File: src/rtl/song_pkg.sv
// Shared widths, FSM state encoding and song ROM contents for the song sequencer.
package song_pkg;

    localparam int SONG_W = 2;
    localparam int IDX_W  = 5;
    localparam int NOTE_W = 6;
    localparam int DUR_W  = 6;

    localparam logic [DUR_W-1:0] END_MARKER_DUR = '0;
    localparam logic [IDX_W-1:0] IDX_LAST       = '1;

    localparam logic [2:0] S_IDLE      = 3'd0;
    localparam logic [2:0] S_FETCH     = 3'd1;
    localparam logic [2:0] S_WAIT_ROM  = 3'd2;
    localparam logic [2:0] S_NEW_NOTE  = 3'd3;
    localparam logic [2:0] S_WAIT_DONE = 3'd4;
    localparam logic [2:0] S_END       = 3'd5;

    typedef struct packed {
        logic [NOTE_W-1:0] note;
        logic [DUR_W-1:0]  dur;
    } rom_word_t;

    // Song table: a zero duration marks the end of a song.
    function automatic rom_word_t rom_word(input logic [SONG_W-1:0] song,
                                           input logic [IDX_W-1:0]  idx);
        rom_word_t w;
        w = '{note: '0, dur: END_MARKER_DUR};
        case (song)
            2'd0: begin
                case (idx)
                    5'd0:    w = '{note: 6'd20, dur: 6'd12};
                    5'd1:    w = '{note: 6'd22, dur: 6'd5};
                    5'd2:    w = '{note: 6'd25, dur: 6'd7};
                    default: ;
                endcase
            end
            2'd1: begin
                w.note = NOTE_W'(idx) + 6'd1;
                w.dur  = 6'd32 - DUR_W'(idx);
            end
            2'd2: begin
                case (idx)
                    5'd0:    w = '{note: 6'd30, dur: 6'd3};
                    5'd1:    w = '{note: 6'd31, dur: 6'd4};
                    default: ;
                endcase
            end
            default: ;
        endcase
        return w;
    endfunction

endpackage

File: src/rtl/song_rom.sv
// Synchronous-read song ROM; data appears one cycle after the address.
module song_rom
    import song_pkg::*;
(
    input  logic                    i_clk,
    input  logic [SONG_W+IDX_W-1:0] i_addr,
    output rom_word_t               o_data
);

    rom_word_t r_data;

    always_ff @(posedge i_clk) begin
        r_data <= rom_word(i_addr[SONG_W+IDX_W-1:IDX_W], i_addr[IDX_W-1:0]);
    end

    assign o_data = r_data;

endmodule

File: src/rtl/song_reader.sv
// Walks the selected song in ROM and hands (note, duration) pairs to note_player,
// one per new_note strobe, waiting for each done_with_note rise before moving on.
module song_reader
    import song_pkg::*;
(
    input  logic              i_clk,
    input  logic              i_reset,
    input  logic              i_play,
    input  logic [SONG_W-1:0] i_song,
    input  logic              i_note_done,
    output logic [NOTE_W-1:0] o_note,
    output logic [DUR_W-1:0]  o_duration,
    output logic              o_new_note,
    output logic              o_song_done
);

    logic [2:0]        r_state;
    logic [IDX_W-1:0]  r_idx;
    logic [SONG_W-1:0] r_song_q;
    logic              r_note_done_q;
    logic [NOTE_W-1:0] r_note;
    logic [DUR_W-1:0]  r_duration;

    rom_word_t w_rom;
    logic      w_song_chg;
    logic      w_done_rise;

    song_rom u_rom (
        .i_clk  (i_clk),
        .i_addr ({r_song_q, r_idx}),
        .o_data (w_rom)
    );

    // A change seen in END is only latched; everywhere else it restarts the song.
    assign w_song_chg  = (i_song != r_song_q) && (r_state != S_END);
    assign w_done_rise = i_note_done & ~r_note_done_q;

    always_ff @(posedge i_clk or posedge i_reset) begin
        if (i_reset) begin
            r_state       <= S_IDLE;
            r_idx         <= '0;
            r_song_q      <= '0;
            r_note_done_q <= 1'b0;
            r_note        <= '0;
            r_duration    <= '0;
        end else begin
            r_note_done_q <= i_note_done;
            if (w_song_chg) begin
                r_song_q <= i_song;
                r_idx    <= '0;
                r_state  <= S_FETCH;
            end else begin
                case (r_state)
                    S_IDLE: if (i_play) r_state <= S_FETCH;
                    S_FETCH: if (i_play) r_state <= S_WAIT_ROM;
                    S_WAIT_ROM: begin
                        if (i_play) begin
                            if (w_rom.dur == END_MARKER_DUR) begin
                                r_state <= S_END;
                            end else begin
                                r_note     <= w_rom.note;
                                r_duration <= w_rom.dur;
                                r_state    <= S_NEW_NOTE;
                            end
                        end
                    end
                    S_NEW_NOTE: if (i_play) r_state <= S_WAIT_DONE;
                    S_WAIT_DONE: begin
                        if (w_done_rise) begin
                            if (r_idx == IDX_LAST) begin
                                r_state <= S_END;
                            end else begin
                                r_idx   <= r_idx + IDX_W'(1);
                                r_state <= S_FETCH;
                            end
                        end
                    end
                    S_END: begin
                        r_idx    <= '0;
                        r_song_q <= i_song;
                        r_state  <= S_IDLE;
                    end
                    default: r_state <= S_IDLE;
                endcase
            end
        end
    end

    // Strobe fires in the single cycle NEW_NOTE actually hands off, so a pause
    // there delays it rather than duplicating it.
    assign o_new_note  = (r_state == S_NEW_NOTE) && i_play && !w_song_chg;
    assign o_song_done = (r_state == S_END);
    assign o_note      = r_note;
    assign o_duration  = r_duration;

endmodule

File: config.mk
export PLATFORM = sky130hd
export DESIGN_NAME = song_reader
export DESIGN_NICKNAME = d
export VERILOG_FILES = /design/src/rtl/song_pkg.sv /design/src/rtl/song_rom.sv /design/src/rtl/song_reader.sv
export SDC_FILE = /design/constraint.sdc
export NUM_CORES = 1
export LEC_CHECK = 0
export ABC_CLOCK_PERIOD_IN_PS = 3100
export BUFFER_PORTS_ARGS = -buffer_cell sky130_fd_sc_hd__buf_2
export CAP_MARGIN = 20
export CORE_MARGIN = 2
export CORE_UTILIZATION = 60
export CTS_BUF_LIST = sky130_fd_sc_hd__clkbuf_8 sky130_fd_sc_hd__clkbuf_16
export CTS_CLUSTER_SIZE = 12
export DETAILED_ROUTE_END_ITERATION = 8
export GPL_TIMING_DRIVEN = 0
export HOLD_SLACK_MARGIN = 0.1
export MAX_ROUTING_LAYER = met4
export PLACE_DENSITY = 0.85
export SLEW_MARGIN = 5
export SYNTH_ARGS = -nofsm -noshare
export SYNTH_HDL_FRONTEND = slang
export SYNTH_SLANG_ARGS = --single-unit
File: constraint.sdc
create_clock -name i_clk -period 3.1 [get_ports i_clk]
set_input_delay 0 -clock i_clk [delete_from_list [all_inputs] [get_ports i_clk]]
set_output_delay 0 -clock i_clk [all_outputs]
set_load 0.02 [all_outputs]
## Word level (Yosys, flattened, before mapping)

Cells that the tools add are included.

| operators by class | value |
|---|---|
| reductions and logical operators | 13 |
| add/subtract/negate cells | 3 |
| muxes and demuxes | 18 |
| equality and inequality tests | 18 |
| bitwise gates (word level) | 4 |

Operators by type and width:

| operator | number |
|---|---|
| $pmux 12 s3 | 1 |
| $pmux 11 s3 | 1 |
| $mux 3 | 8 |
| $pmux 11 s2 | 1 |
| $ne 3x3->1 const B | 7 |
| $mux 5 | 3 |
| $pmux 3 s5 | 1 |
| $pmux 5 s2 | 1 |
| $add 5x1->6 const B | 1 |
| $eq 3x2->1 const B | 2 |
| $eq 3x3->1 const B | 2 |
| $logic_not 6->1 | 1 |
| $sub 6x5->6 const A | 1 |
| $add 5x1->5 const B | 1 |
| $eq 5x1->1 const B | 1 |
| $eq 5x2->1 const B | 1 |
| $eq 5x5->1 const B | 1 |
| $logic_not 5->1 | 1 |
| $reduce_and 5->1 | 1 |
| $mux 2 | 2 |
| $reduce_and 4->1 | 1 |
| $eq 3x1->1 const B | 1 |
| $logic_and 1x1->1 | 3 |
| $logic_not 3->1 | 1 |
| 10 further kinds | 12 |

| storage, ports and cells | value |
|---|---|
| input bits | 6 |
| output and inout bits | 14 |
| word-level logic and storage cells | 64 |
| flip-flop bits (word level) | 35 |

## Logic depth before layout (Yosys ltp)

| logic depth | value |
|---|---|
| depth after elaboration | 5 |
| mapped depth | 8 |
| mapped depth without buffers | 7 |

## Modules after synthesis

From an unflattened synthesis, not the netlist that was laid out.

| second synthesis, totals | value |
|---|---|
| cells, all modules | 159 |
| area total of the unflattened synthesis | 1,721.7 um2 |

By module, submodules not included:

| module | cells each | instances | area an instance (um2) | sequential area each (um2) |
|---|---|---|---|---|
| song_reader | 91 | 1 | 1,073.5 | 575.6 |
| song_rom | 68 | 1 | 648.1 | 240.2 |

## Least setup slack after synthesis

Ideal clock, no wire load.

| timing | value |
|---|---|
| path kind | register to register |
| start point | register r_idx[1] |
| end point | register r_idx[3] |
| data arrival time | 1,804 ps |
| buffers on the path | 0 |
| slack | 1,164 ps |
| clock period less this slack | 1,936 ps |
| setup time | 132 ps |
| data required time | 2,968 ps |
| cell stages (with the launch flop) | 8 |
| path through | dfrtp_1 -> ha_1 -> and3_2 -> ha_1 -> nor3b_1 -> o21ai_0 -> a22oi_1 -> nor2_1 |

| on the way | value |
|---|---|
| word-level cells in the longest chain between the ends | 5 |
| elaborated cells on any way between the ends | 8 |
| those cells by class | add/sub (1); eq/ne (2); mux (4); reduce/logical (1) |

Ends and longest elaborated chain:

| item | line | source |
|---|---|---|
| start, declared | song_reader.sv:18 | `logic [IDX_W-1:0] r_idx;` |
| start signal, assigned | song_reader.sv:73 | `r_idx <= r_idx + IDX_W'(1);` |
| $add 5x1->5 | song_reader.sv:73 |  |
| $mux 5 | song_reader.sv:70 | `if (r_idx == IDX_LAST) begin` |
| $mux 5 | song_reader.sv:69 | `if (w_done_rise) begin` |
| $pmux 5 s2 | song_reader.sv:53 | `case (r_state)` |
| $mux 5 | song_reader.sv:48 | `if (w_song_chg) begin` |

Parallel ways exist; a longest one is shown, timed or not. The select of a mux whose other input is x is not followed.
A chain may end at the register's enable or synchronous reset.

## Final worst setup path

Ends and elaborated chain as after synthesis.

==> out/metrics.yaml <==
outcome:
  outcome: "completed"
yosys:
  synth_most_common_cell: "dfrtp_1"
  netlist_area_um2: 1620
  netlist_instances: 153
  synth_warnings: 0
  dominantRegCellSynth: "dfrtp_1"
  synth_top_area_share_pct: 35.6
  synth_top_area_cell: "dfrtp_1"
  syn_area_per_cell_um2: 10.6
  synth_nets: 166
  synthArstFlopShare_pct: 65.7
  ys_ff_latch: 35
  ys_seq_area_share_pct: 50.5
  synth-edff-count: 0
  synth.top_cells.by_count: "dfrtp_1, dfxtp_1, mux2_2, nor2_1, nand2_1"
  synth_area_leaders: "dfrtp_1, dfxtp_1, mux2_2"
  yosysUniqueCellTypes: 35
routing:
  wl_mm: 3.18
  drt-wirelength-per-cell_um: 14.8
  num_vias: 1231
  drt-vias-per-instance: 5.73
  first_iter_violations: 35
  dr.pass1.iters: 4
  drc: 0
  drtAntennaViolNets: 0
timing:
  min_period_ns: 2.37
  slew_violations: 0
  clock.fmax_mhz: 421
  timing.hold.ws_ns: 0.402
  worstMarginPinSlew_ns: 0.873
  max_slew_margin_pct: 41.7
  period_share_pct: 76.6
  rsz0062_at_grt: "no"
  setup-violations-final: 0
  finalHoldViolations: 0
  skew_ns: 0.00394
  setup_tns_ns: 0
place:
  io_buffers: 19
  dp_hpwl_mm: 2.20
  gp_congestion: 0.948
global_routing:
  antenna_found_initial: 0
  grt_pass1_vias: 1226
  grt_pass1_wl_mm: 5.33
  grt_usage_pct: 22.8
  overflow: 0
  grt_max_degree: 24
critical_path:
  cp_common_cell: "ha_1"
  cp.depth: 7
  cp_top_family: "simple AND/OR/NAND/NOR gates"
  ff2ff_path_depth: 7
  crit_fanout: 7
  crit_start: "r_idx[1]"
  crit_arrival_ns: 2.52
  reg2reg_slack_ns: 0.73
  cp.buffers_inverters: 0
  required_ns: 3.25
  max_stage_delay_ns: 0.47
  endpoint: "r_idx[3]"
  r2r_start: "r_idx[1]"
  critical-path-slowest-cell: "dfrtp_1"
  timing.rr.end: "r_idx[3]"
  path_cells: "ha_1 > and3_2 > ha_1 > nor3b_1 > o21ai_0 > a22oi_1 > nor2_1"
  worstSetupStartpointType: "flip-flop"
  path_class: "reg -> reg"
  end_kind: "flip-flop"
cells_and_area:
  areaGrowthSynthToFinish_pct: 17.5
  fin_nets: 197
  antenna_cells: 0
  drive_gt1_share_pct: 25.4
die:
  initial_core_util_pct: 64.1
  die_w_um: 55.9
  num_rows: 18
  die_y_um: 55.9
  die_area_um2: 3130
  coreArea_um2: 2520
  io_pins: 20
power_and_ir_drop:
  leakagePower_uw: 0.000921
  p_per_area_nw_per_um2: 476
  ir_worst_vdd_mv: 0.399
cts:
  cts-buffers-inserted: 5
  cts_tree: "yes"
  clk_pin_slew_ns: 0.06
  ctsHtreeMaxLevel: 2
  cts_setup_buffers: 0
  cts_buffer_depth: 2
  cts-root-buf: "clkbuf_8"
  cts_sinks: 35
  clk_latency_ns: 0.28
run:
  cap_violations: 0
hold_path:
  hold_class: "in -> reg"
state kept, by name, indices dropped and copies added (netlist names):
signal,count
u_rom.o_data,12
o_duration,6
o_note,6
r_idx,5
r_state,3
r_song_q,2
r_note_done_q,1
per-stage QoR:
stage | cell area [µm²] | utilization, % | power, µW | cells | worst slack (ns)
after floorplan | 1620 | - | 541 | 153 | 1.16
after global placement | 1750 | 69.3 | 560 | 202 | 0.930
after detailed placement | 1750 | 69.3 | 564 | 202 | 0.807
after CTS | 1900 | 75.3 | 917 | 215 | 0.791
after global routing | 1900 | 75.3 | 944 | 215 | 0.525
final | 1900 | 75.3 | 904 | 215 | 0.726
layout make-up:
| class | instances | area, µm² |
|---|---|---|
| Clock buffer | 7 | 96.3 |
| Tap cell | 30 | 37.5 |
| Clock inverter | 1 | 3.75 |
| Fill cell | 165 | 623 |
| Sequential cell | 35 | 816 |
| Buffer | 10 | 48.8 |
| Inverter | 7 | 26.3 |
| Multi-Input combinational cell | 101 | 726 |
| Timing Repair Buffer | 24 | 145 |
metal layers:
metal  routed length, µm  GRT usage (%)  up-vias
met5                   0              -        -
met4                  61           9.18        0
met3                 154           6.51        8
met2                1640           40.0       37
met1                1320           24.2      597
li1                    -              -      589
power breakdown:
group,switching [µW],internal [µW],total (µW),leakage [µW]
logic,49.3,32.6,81.9,0.000457
clock network,144,199,343,0.0000557
registers,7.64,472,479,0.000409
total,201,703,904,0.000921
layout by cell type (no fill, tap or decap), types with 5 or more instances in the layout:
cell type / count
o21ai_0: 5
nand2_1: 9
ha_1: 7
nand3_1: 5
inv_1: 8
xnor2_1: 5
a21oi_1: 8
clkbuf_1: 5
dfrtp_1: 23
nor2_1: 12
clkbuf_8: 7
dfxtp_1: 12
buf_2: 22
dlygate4sd3_1: 5
mux2_2: 12
what timing repair did:
action / 4_1_cts / 5_1_grt
hold endpoints to repair: 28 / 0
setup endpoints to repair: 0 / 0
resized for setup: 0 / 0
hold buffers: 5 / 0
how the worst min path moves through the flow:
stage | startpoint | to | slack [ns] | cells past startpoint
floorplan | i_reset | o_duration[0] | 0.002 | 1
global placement | i_note_done | r_note_done_q | 0.14 | 1
detailed placement | i_note_done | r_note_done_q | 0.15 | 1
CTS | i_note_done | r_note_done_q | 0.39 | 2
global route | i_note_done | r_note_done_q | 0.41 | 2
finish | i_note_done | r_note_done_q | 0.40 | 2
kinds of logic after synthesis:
logic type      synth area share, %
compound gates                 9.52
xor+xnor                       3.25
fa+ha+maj                      5.42
buf+inv                        4.64
flops                          50.5
mux                            9.60
simple gates                   17.1
Note: power is estimated with default switching activity, not from simulation.
